File: src/rtl/multdiv_controller.sv
// Sequencer for the multi-cycle multiplier/divider: detects mul/div in DX, pulses the unit,
// holds operands, stalls the front of the pipeline and presents the result for one cycle.
module multdiv_controller #(
    parameter int WIDTH      = 32,
    parameter int MAX_CYCLES = 40,
    parameter int CNT_W      = 6
) (
    input  logic             clock,
    input  logic             reset,
    input  logic [31:0]      dx_ir,
    input  logic [WIDTH-1:0] dx_A,
    input  logic [WIDTH-1:0] dx_B,
    input  logic [WIDTH-1:0] md_result,
    input  logic             md_exception,
    input  logic             md_resultRDY,
    output logic             md_ctrl_mult,
    output logic             md_ctrl_div,
    output logic [WIDTH-1:0] md_operandA,
    output logic [WIDTH-1:0] md_operandB,
    output logic             stall,
    output logic             busy,
    output logic             result_valid,
    output logic [WIDTH-1:0] result,
    output logic             exception
);

    typedef enum logic [1:0] {
        S_IDLE = 2'd0,
        S_WAIT = 2'd1,
        S_DONE = 2'd2
    } state_t;

    localparam logic [4:0] ALU_MUL = 5'b00110;
    localparam logic [4:0] ALU_DIV = 5'b00111;

    state_t             state_q, state_d;
    logic [CNT_W-1:0]   count_q, count_d;
    logic [WIDTH-1:0]   op_a_q, op_a_d;
    logic [WIDTH-1:0]   op_b_q, op_b_d;
    logic [WIDTH-1:0]   result_q, result_d;
    logic               exc_q, exc_d;

    logic is_mul, is_div, is_md, timeout;
    logic unused_ir;

    // Decode is masked while reset is held so no start pulse can leak out during reset.
    assign is_mul    = !reset && (dx_ir[31:27] == 5'b00000) && (dx_ir[6:2] == ALU_MUL);
    assign is_div    = !reset && (dx_ir[31:27] == 5'b00000) && (dx_ir[6:2] == ALU_DIV);
    assign is_md     = is_mul || is_div;
    assign timeout   = (count_q == CNT_W'(MAX_CYCLES - 1));
    assign unused_ir = ^{dx_ir[26:7], dx_ir[1:0]};

    always_ff @(posedge clock or posedge reset) begin
        if (reset) begin
            state_q  <= S_IDLE;
            count_q  <= '0;
            op_a_q   <= '0;
            op_b_q   <= '0;
            result_q <= '0;
            exc_q    <= 1'b0;
        end else begin
            state_q  <= state_d;
            count_q  <= count_d;
            op_a_q   <= op_a_d;
            op_b_q   <= op_b_d;
            result_q <= result_d;
            exc_q    <= exc_d;
        end
    end

    always_comb begin
        state_d = state_q;
        case (state_q)
            S_IDLE:  if (is_md) state_d = S_WAIT;
            S_WAIT:  if (md_resultRDY || timeout) state_d = S_DONE;
            S_DONE:  state_d = S_IDLE;
            default: state_d = S_IDLE;
        endcase
    end

    always_comb begin
        count_d  = count_q;
        op_a_d   = op_a_q;
        op_b_d   = op_b_q;
        result_d = result_q;
        exc_d    = exc_q;
        case (state_q)
            S_IDLE: begin
                if (is_md) begin
                    op_a_d  = dx_A;
                    op_b_d  = dx_B;
                    count_d = '0;
                end
            end
            S_WAIT: begin
                count_d = count_q + CNT_W'(1);
                // A ready strobe on the timeout cycle still delivers the real result.
                if (md_resultRDY) begin
                    result_d = md_result;
                    exc_d    = md_exception;
                end else if (timeout) begin
                    result_d = '0;
                    exc_d    = 1'b1;
                end
            end
            default: ;
        endcase
    end

    always_comb begin
        md_ctrl_mult = 1'b0;
        md_ctrl_div  = 1'b0;
        md_operandA  = op_a_q;
        md_operandB  = op_b_q;
        stall        = 1'b0;
        busy         = 1'b0;
        result_valid = 1'b0;
        case (state_q)
            S_IDLE: begin
                stall        = is_md;
                md_ctrl_mult = is_mul;
                md_ctrl_div  = is_div;
                if (is_md) begin
                    md_operandA = dx_A;
                    md_operandB = dx_B;
                end
            end
            S_WAIT: begin
                stall = 1'b1;
                busy  = 1'b1;
            end
            S_DONE: begin
                busy         = 1'b1;
                result_valid = 1'b1;
            end
            default: ;
        endcase
    end

    assign result    = result_q;
    assign exception = exc_q;

endmodule
File: config.mk
export PLATFORM = sky130hd
export DESIGN_NAME = multdiv_controller
export DESIGN_NICKNAME = d
export VERILOG_FILES = /design/src/rtl/multdiv_controller.sv
export SDC_FILE = /design/constraint.sdc
export NUM_CORES = 1
export LEC_CHECK = 0
export ABC_CLOCK_PERIOD_IN_PS = 2700
export CORE_ASPECT_RATIO = 0.6
export CORE_MARGIN = 2
export CORE_UTILIZATION = 56
export CTS_CLUSTER_SIZE = 30
export DETAILED_ROUTE_END_ITERATION = 16
export DONT_BUFFER_PORTS = 1
export GPL_ROUTABILITY_DRIVEN = 0
export GPL_TIMING_DRIVEN = 0
export MAX_ROUTING_LAYER = met4
export PLACE_DENSITY = 0.85
export SLEW_MARGIN = 10
export SYNTH_ARGS = -nofsm -noshare
export SYNTH_HDL_FRONTEND = slang
export SYNTH_SLANG_ARGS = --single-unit
File: constraint.sdc
create_clock -name clock -period 2.7 [get_ports clock]
set_input_delay 0.135 -clock clock [delete_from_list [all_inputs] [get_ports clock]]
set_output_delay 0.135 -clock clock [all_outputs]
set_load 0.01 [all_outputs]
==> results of run 1 <==
## cells by family (layout without fill, tap and decap cells)
group / Yosys count / after routing
flip-flops: 105 / 105
multiplexers: 65 / 65
AO/OA/AOI/OAI: 48 / 48
AND/OR/NAND/NOR: 29 / 29
buffers and inverters: 23 / 102
adder cells (fa/ha/maj): 4 / 4
other: 0 / 1
## area by class of cell
type / instances / area, um2 / area share
multi-input combinational: 146 / 1350 / 0.263
tap: 91 / 114 / 0.0221
sequential: 105 / 2630 / 0.511
buffer: 16 / 76.3 / 0.0148
antenna: 1 / 2.50 / 0.000486
inverter: 7 / 30.0 / 0.00584
clock buffer: 10 / 239 / 0.0465
clock inverter: 4 / 31.3 / 0.00608
timing repair buffer: 65 / 671 / 0.130
## sequential cells by signal, indices dropped and copies added, names as in the netlist
name / flops
state_q: 2
result: 32
op_a_q: 32
exception: 1
op_b_q: 32
count_q: 6
## per-stage QoR
stage | cells | utilization | hold slack (ps)
2_1_floorplan | 274 | - | 268
3_3_place_gp | 365 | 0.588 | 269
3_5_place_dp | 367 | 0.593 | 176
4_1_cts | 439 | 0.712 | 0.458
5_1_grt | 445 | 0.720 | 0.596
6_report | 445 | 0.720 | 11.1
## final timing paths
check,to,slack [ps],depth (start not counted)
max in group asynchronous,op_a_q[17],1640,3
min,op_a_q[20],10,1
max reg2reg,count_q[5],810,6
max,md_operandA[29],570,5
min reg2reg,op_a_q[17],540,1
min in group asynchronous,op_a_q[11],430,2
## power by group
group	internal, mW	total, mW	switching (mW)
sequential	1.66	1.75	0.0891
clock	0.642	1.19	0.545
combinational	0.163	0.318	0.156
## layer usage
metal	vias to the layer above	track usage
li1	1140	-
met1	1341	0.330
met2	149	0.444
met3	8	0.0929
met4	0	0.0732
met5	-	-
## worst max-delay path: stages, from the launching register on
cell	delay, ps
dfrtp_1	390
inv_1	100
ha_1	280
nand4_2	250
buf_2	280
mux2_2	350
## placed cells by master (no fill, tap or decap), types with 2 or more instances in the layout
cell	instances
buf_12	2
dfrtp_1	105
nand3_1	4
and3_1	2
buf_2	10
a21oi_1	4
nand2b_1	2
dlygate4sd3_1	63
nor2_1	6
a22o_1	33
mux2_2	65
a21o_1	2
inv_1	6
ha_1	4
nor4_1	2
clkbuf_1	4
a31oi_1	3
clkinvlp_4	4
nand2_1	5
clkbuf_16	9
## what timing repair did
action	4_1_cts	5_1_grt
hold buffers	58	5
hold endpoints to repair	90	5
buffers inserted	0	0
==> run_results.csv, run 1 <==
group,metric,value,unit
outcome,outcome,"completed",
die,dieArea,0.00801,mm2
synthesis,synthAdderAreaFrac,0.0123,
synthesis,synth_top_family_by_area,"multiplexers",
detailed_routing,wl_met1,4210,um
die,die_w,114,um
clock_tree,ctsResizeCount,0,
synthesis,syn-num-nets,410,
synthesis,synth_area_per_cell,14.9,um2
sta,relSlewSlack,0.479,
sta,fin_crit,2130,ps
final_layout,area_growth,26.0,%
power,vdd.ir_drop.worst,460,uV
final_layout,fill_cells,470,
final_layout,drive_gt1_frac,0.278,
clock_tree,cts_buffer_depth,2,
detailed_routing,drt_first_pass_iters,4,
placement,placed_cell_area,0.00424,mm2
sta,post-route-period-util,0.788,
synthesis,synth_compound_area_frac,0.0956,
placement,hpwl,6720,um
final_layout,nets,486,
synthesis,netlist_area,0.00408,mm2
sta,max_freq,470,MHz
setup_path,worstReg2RegStart,"state_q[1]",
detailed_routing,ant_nets,0,
placement,pre_cts_ws,846,ps
die,row_count,24,
sta,tns,0,ps
synthesis,yosysSeqAreaShare,0.644,
synthesis,synth.area.mux_share,0.179,
clock_tree,clock_tree.root_cell,"clkbuf_16",
setup_path,cp-end-kind,"primary output",
setup_path,start_kind,"flip-flop",
synthesis,ys_seq_elements,105,
detailed_routing,top_layer_used,"met4",
detailed_routing,drcViolationCount,0,
clock_tree,cts_buffers,9,
die,io-pin-count,234,
die,die_y,70.1,um
synthesis,synth-edff-count,0,
sta,setup_viol,0,
global_route,grt_pass1_wl,15500,um
synthesis,ys.warnings.count,0,
synthesis,synth_top_area_share,0.644,
power,cellPowerDensity,633,mW/mm2
setup_path,worstSetupPathType,"reg2out",
setup_path,critical_path.startpoint,"state_q[0]",
detailed_routing,routed_wl,10500,um
sta,drv_slew,0,
min_path,worstHoldStart,"dx_A[20]",
sta,rsz0062_at_grt,"false",
final_layout,final_area,0.00514,mm2
synthesis,synth_top_area_cell,"dfrtp_1",
die,start_util,0.571,
synthesis,synthFlopType,"dfrtp_1",
detailed_routing,wl_met2,5280,um
clock_tree,cts.clk_slew.worst_paths,70,ps
sta,worst_slack,574,ps
detailed_routing,wl_per_cell,23.6,um
sta,clock_skew,4.46,ps
min_path,hp-class,"in2reg",
sta,tightestPinTransition,780,ps
sta,finalHoldViolations,0,
setup_path,cp_max_fo,10,
detailed_routing,num_vias,2638,
clock_tree,clock_latency,330,ps
detailed_routing,via_per_inst,5.93,
detailed_routing,dr_wl_met3,919,um
placement,portBuffers,0,
synthesis,synth_cells,274,
clock_tree,numClockSinks,105,
clock_tree,cts_tree,"done",
run,cap_violations,0,
synthesis,synth_area_leaders,"dfrtp_1 64%, mux2_2 18%, a22o_1 7.1%, buf_2 1.2%, ha_1 1.2%",
global_route,grt_usage,0.273,
synthesis,synth.top_cells.by_count,"105 x dfrtp_1, 65 x mux2_2, 33 x a22o_1",
synthesis,synth_xor_area_frac,0,
setup_path,arrival,1990,ps
power,power,3.26,mW
synthesis,synth_cell_type_count,32,
synthesis,ys_async_sr_fraction,1.00,
synthesis,synthSimpleGateAreaFrac,0.0441,
global_route,grt_max_degree,41,
synthesis,yosysMostFrequentCell,"dfrtp_1",
setup_path,cp.required,2570,ps
global_route,grt_antenna_before_repair,1,
clock_tree,htreeDepth,3,
global_route,overflow,0,
detailed_routing,drt_iter0_drc,205,
power,p_leak,2.56,nW
die,core-area,0.00715,mm2
global_route,grt_pass1_vias,2776,
Note: power is estimated with default switching activity, not from simulation.
==> run 2, diff against run 1 <==
--- a/config.mk
+++ b/config.mk
@@ -5,17 +5,17 @@
 export SDC_FILE = /design/constraint.sdc
 export NUM_CORES = 1
 export LEC_CHECK = 0
-export ABC_CLOCK_PERIOD_IN_PS = 2700
+export ABC_CLOCK_PERIOD_IN_PS = 2100
 export CORE_ASPECT_RATIO = 0.6
 export CORE_MARGIN = 2
-export CORE_UTILIZATION = 56
+export CORE_UTILIZATION = 62
 export CTS_CLUSTER_SIZE = 30
 export DETAILED_ROUTE_END_ITERATION = 16
 export DONT_BUFFER_PORTS = 1
 export GPL_ROUTABILITY_DRIVEN = 0
 export GPL_TIMING_DRIVEN = 0
 export MAX_ROUTING_LAYER = met4
-export PLACE_DENSITY = 0.85
+export PLACE_DENSITY = 0.89
 export SLEW_MARGIN = 10
 export SYNTH_ARGS = -nofsm -noshare
 export SYNTH_HDL_FRONTEND = slang
==> constraint.sdc (replaced) <==
create_clock -name clock -period 2.1 [get_ports clock]
set_input_delay 0.105 -clock clock [delete_from_list [all_inputs] [get_ports clock]]
set_output_delay 0.105 -clock clock [all_outputs]
set_load 0.01 [all_outputs]
==> run 2 against run 1 <==
Sequential power rose by 29%. Clock power barely moved. Clock skew rose by 6.3 ps. Critical endpoint is now md_operandA[21]. Largest power group unchanged.
==> run_results.csv, run 2 (same netlist as run 1, synthesis figures left out) <==
group,metric,value,unit
outcome,outcome,"completed",
die,row_count,22,
global_route,grt_pass1_wl,17700,um
detailed_routing,via_per_inst,6.14,
sta,finalHoldViolations,0,
placement,placed_cell_area,0.00427,mm2
detailed_routing,drt_iter0_drc,251,
clock_tree,cts_buffers,9,
die,io-pin-count,234,
sta,clock_skew,10.8,ps
final_layout,area_growth,33.8,%
detailed_routing,num_vias,2916,
global_route,grt_pass1_vias,3139,
sta,setup_viol,0,
sta,post-route-period-util,0.950,
die,dieArea,0.00727,mm2
sta,tightestPinTransition,678,ps
detailed_routing,ant_nets,0,
placement,portBuffers,0,
final_layout,final_common_cell,"dfrtp_1",
placement,dp_cells,361,
global_route,grt_usage,0.350,
setup_path,cp.required,2000,ps
global_route,overflow,0,
placement,hpwl,6950,um
global_route,grt_max_degree,36,
final_layout,final_area,0.00546,mm2
final_layout,final_cell_mix,"105 x dfrtp_1, 98 x dlygate4sd3_1, 65 x mux2_2, 33 x a22o_1, 9 x clkbuf_8",
sta,worst_slack,104,ps
setup_path,worstSetupPathType,"reg2out",
detailed_routing,drt_first_pass_iters,4,
clock_tree,htreeDepth,3,
global_route,grt_antenna_before_repair,1,
setup_path,path_cells,"inv_1 -> ha_4 -> nand4_4 -> buf_4 -> mux2_2",
placement,pre_cts_ws,256,ps
power,p_leak,2.69,nW
sta,max_freq,501,MHz
clock_tree,clock_tree.root_cell,"clkbuf_8",
sta,drv_slew,0,
run,cap_violations,0,
die,die_w,109,um
clock_tree,cts.clk_slew.worst_paths,90,ps
detailed_routing,wl_per_cell,25.0,um
clock_tree,numClockSinks,105,
sta,rsz0062_at_grt,"false",
clock_tree,cts_tree,"done",
die,core-area,0.00625,mm2
setup_path,cp_slowest_stage_delay,400,ps
setup_path,arrival,1890,ps
detailed_routing,routed_wl,11900,um
setup_path,start_kind,"flip-flop",
final_layout,instances_no_fill,475,
clock_tree,cts_buffer_depth,2,
final_layout,nets,522,
min_path,hp-class,"in2reg",
sta,relSlewSlack,0.547,
die,start_util,0.653,
clock_tree,clock_latency,360,ps
sta,hold_slack,93.1,ps
die,die_y,66.9,um
power,vdd.ir_drop.worst,619,uV
power,cellPowerDensity,725,mW/mm2
sta,tns,0,ps
detailed_routing,drcViolationCount,0,
setup_path,cp_slowest_cell,"dfrtp_1",
setup_path,cp-end-kind,"primary output",
sta,fin_crit,2000,ps
setup_path,cp_max_fo,10,
final_layout,drive_gt1_frac,0.251,
## run 2: cell types whose count changed in the layout (fill, tap and decap cells not counted), sizes merged
| cell | change |
|---|---|
| bufinv | +1 |
| buf | +1 |
| clkbuf | +2 |
| dlygate4sd3 | +35 |
| clkinvlp | -2 |
## run 2: worst paths after layout
kind	start	endpoint	slack, ps	depth (start not counted)
setup / recovery	state_q[0]	md_operandA[21]	100	5
hold / removal	dx_ir[31]	state_q[0]	90	4
setup reg to reg	state_q[1]	count_q[5]	110	6
hold reg to reg	op_b_q[0]	op_b_q[0]	550	1
max in group asynchronous	reset	op_b_q[15]	1070	4
min in group asynchronous	reset	op_a_q[16]	330	2
## run 2: layer usage
layer  vias to the layer above  global-route usage  routed length, um
met4                         0               0.120                229
met5                         -                   -                  0
met3                        26               0.118                993
li1                       1213                   -                  -
met1                      1497               0.408               4520
met2                       180               0.580               6110
## run 2: final cells by class
class	count	area, um2
clock inverters	3	42.5
repair buffers	101	1060
multi-input cells	146	1370
well taps	84	105
diodes	1	2.50
clock buffers	12	135
fillers	264	785
plain buffers	16	91.3
inverters	7	30.0
flip-flops and latches	105	2630
## run 2: stage by stage
stage | util | total power, mW
6_report | 0.874 | 3.96
5_1_grt | 0.874 | 4.10
4_1_cts | 0.870 | 3.91
3_5_place_dp | 0.683 | 2.60
3_3_place_gp | 0.671 | 2.56
2_1_floorplan | - | 2.50
## run 2: timing repair
action | CTS | global route
hold buffers | 98 | 0
setup buffers | 0 | 0
hold endpoints to repair | 123 | 0
endpoints found under the setup margin | 64 | 64
resized for setup | 1 | 14
## run 2: power breakdown
| part | internal (mW) | switching (mW) | total, mW |
|---|---|---|---|
| Combinational | 0.276 | 0.235 | 0.511 |
| Clock | 0.546 | 0.649 | 1.19 |
| Sequential | 2.13 | 0.119 | 2.25 |
| Total | 2.96 | 1.00 | 3.96 |
## run 2: critical path: cells and delay by family (launching register included)
kind,cells,cell delay (ps)
buffers and inverters,2,420
flip-flops,1,400
multiplexers,1,340
adder cells (fa/ha/maj),1,210
AND/OR/NAND/NOR,1,170
==> run 3, diff against run 2 <==
--- a/config.mk
+++ b/config.mk
@@ -6,16 +6,18 @@
 export NUM_CORES = 1
 export LEC_CHECK = 0
 export ABC_CLOCK_PERIOD_IN_PS = 2100
+export CELL_PAD_IN_SITES_DETAIL_PLACEMENT = 1
+export CELL_PAD_IN_SITES_GLOBAL_PLACEMENT = 1
 export CORE_ASPECT_RATIO = 0.6
 export CORE_MARGIN = 2
-export CORE_UTILIZATION = 62
+export CORE_UTILIZATION = 47
 export CTS_CLUSTER_SIZE = 30
 export DETAILED_ROUTE_END_ITERATION = 16
 export DONT_BUFFER_PORTS = 1
 export GPL_ROUTABILITY_DRIVEN = 0
 export GPL_TIMING_DRIVEN = 0
 export MAX_ROUTING_LAYER = met4
-export PLACE_DENSITY = 0.89
+export PLACE_DENSITY = 0.88
 export SLEW_MARGIN = 10
 export SYNTH_ARGS = -nofsm -noshare
 export SYNTH_HDL_FRONTEND = slang
==> run 3 against run 2 <==
Hold slack got worse by 28 ps. Core utilization down 21 points. Via count down 1.4%. First-iteration DRC count is 43% lower. Clock skew is 2.1 ps lower. Fmax shrank 1.1%. Critical path depth is the same. Flip-flop and latch count did not move. Power rose by 15%. Clock power is 51% higher. Register-to-register slack better by 70 ps. Critical endpoint is now md_operandA[29].
==> run_results.csv, run 3 (same netlist as run 1, synthesis figures left out) <==
group,metric,value,unit
outcome,outcome,"completed",
setup_path,cp-end-kind,"primary output",
sta,clock_skew,8.64,ps
min_path,hp-class,"in2reg",
run,cap_violations,0,
final_layout,final_common_cell,"dfrtp_1",
global_route,grt_usage,0.309,
final_layout,drive_gt1_frac,0.257,
setup_path,cp_slowest_stage_delay,390,ps
global_route,grt_max_degree,41,
detailed_routing,num_vias,2876,
setup_path,path_buf_inv,2,
die,die_w,124,um
die,io-pin-count,234,
global_route,top_usage_layer,"met2",
setup_path,path_delay_family,"buffers and inverters",
sta,finalHoldViolations,0,
clock_tree,htreeDepth,3,
clock_tree,cts_buffer_depth,2,
detailed_routing,via_per_inst,5.74,
sta,tns,0,ps
power,vdd.ir_drop.worst,586,uV
detailed_routing,ant_nets,0,
sta,max_freq,495,MHz
sta,tightestPinTransition,718,ps
global_route,overflow,0,
setup_path,path_cells,"inv_1 -> ha_4 -> nand4_4 -> buf_2 -> mux2_2",
setup_path,cp_max_fo,10,
final_layout,nets,521,
clock_tree,clock_latency,330,ps
die,start_util,0.483,
global_route,grt_util_met2,0.546,
sta,fin_crit,2020,ps
sta,worst_slack,81.8,ps
global_route,grt_pass1_wl,21400,um
sta,relSlewSlack,0.520,
final_layout,regArea,0.00263,mm2
global_route,grt_pass1_vias,3322,
power,p_leak,2.73,nW
die,die_y,76.2,um
setup_path,worstSetupPathType,"reg2out",
final_layout,multiInputGateArea,0.00137,mm2
setup_path,cp.required,2000,ps
final_layout,area_growth,37.0,%
die,core-area,0.00846,mm2
power,cellPowerDensity,817,mW/mm2
final_layout,fill_cells,760,
global_route,grt_use_met1,0.351,
clock_tree,cts.clk_slew.worst_paths,70,ps
sta,rsz0062_at_grt,"true",
placement,pre_cts_ws,170,ps
detailed_routing,drt_iter0_drc,144,
placement,portBuffers,0,
sta,drv_slew,0,
sta,hold_slack,64.9,ps
detailed_routing,wl_per_cell,27.8,um
clock_tree,cts_buffers,9,
clock_tree,post_cts_buffers,0,
setup_path,start_kind,"flip-flop",
die,row_count,26,
setup_path,cp_slowest_cell,"dfrtp_1",
final_layout,antenna_cells,0,
placement,hpwl,7860,um
global_route,grt_antenna_before_repair,0,
global_route,gr-usage-met3,0.0878,
clock_tree,cts_tree,"done",
sta,setup_viol,0,
detailed_routing,routed_wl,13900,um
sta,post-route-period-util,0.961,
clock_tree,numClockSinks,105,
final_layout,final_cell_mix,"105 x dfrtp_1, 98 x dlygate4sd3_1, 65 x mux2_2, 33 x a22o_1, 9 x clkbuf_16",
die,dieArea,0.00947,mm2
setup_path,arrival,1910,ps
detailed_routing,drt_first_pass_iters,4,
clock_tree,clock_tree.root_cell,"clkbuf_16",
detailed_routing,drcViolationCount,0,
-- run 3: cell types whose count changed in the layout (fill, tap and decap cells not counted), moves of 2 or more --
cell / before / now
buf_16: 2 / 0
buf_2: 4 / 8
buf_4: 7 / 2
clkbuf_1: 7 / 4
clkbuf_16: 0 / 9
clkbuf_8: 9 / 1
-- run 3: final timing paths --
kind	startpoint	end	slack, ps	cells after the start
max reg2reg	state_q[1]	result[5]	180	6
max	state_q[0]	md_operandA[29]	80	5
min reg2reg	op_b_q[12]	op_b_q[12]	540	1
max in group asynchronous	reset	result[0]	1090	3
min	md_resultRDY	state_q[0]	60	3
min in group asynchronous	reset	count_q[5]	390	2
-- run 3: layer usage --
metal	vias to the layer above	wire, um
met5	-	0
met3	20	963
met2	154	7440
met1	1489	5310
li1	1213	-
met4	0	205
-- run 3: layout make-up --
class,count,area share
sequential,105,0.470
multi-input combinational,146,0.246
timing repair buffer,100,0.183
clock buffer,11,0.0434
tap,112,0.0251
buffer,16,0.0148
clock inverter,4,0.0136
inverter,7,0.00537
-- run 3: report_power, final --
part           total, mW  leakage, nW  internal (mW)  switching, mW
Combinational      0.514         1.13          0.270          0.244
Clock               1.80        0.152           1.08          0.722
Sequential          2.26         1.45           2.14          0.124
Total               4.57         2.73           3.48           1.09
-- run 3: metrics by stage --
step / cells / power, mW / utilization / instance area (um2)
after floorplan: 274 / 2.50 / - / 4090
after global placement: 386 / 2.57 / 0.500 / 4230
after detailed placement: 388 / 2.59 / 0.504 / 4270
after CTS: 501 / 4.54 / 0.659 / 5580
after global routing: 501 / 4.72 / 0.661 / 5590
final: 501 / 4.57 / 0.661 / 5590
-- run 3: worst register-to-register path, cell delays in order (launching register included) --
cell	delay, ps
dfrtp_1	380
inv_1	140
ha_1	200
and2_1	130
buf_1	240
clkbuf_1	500
a22o_1	270
-- run 3: repair_timing --
action	in CTS	in global routing
endpoints found under the hold margin	125	0
endpoints found under the setup margin	64	65
gates resized for setup	2	6
hold buffers	98	0
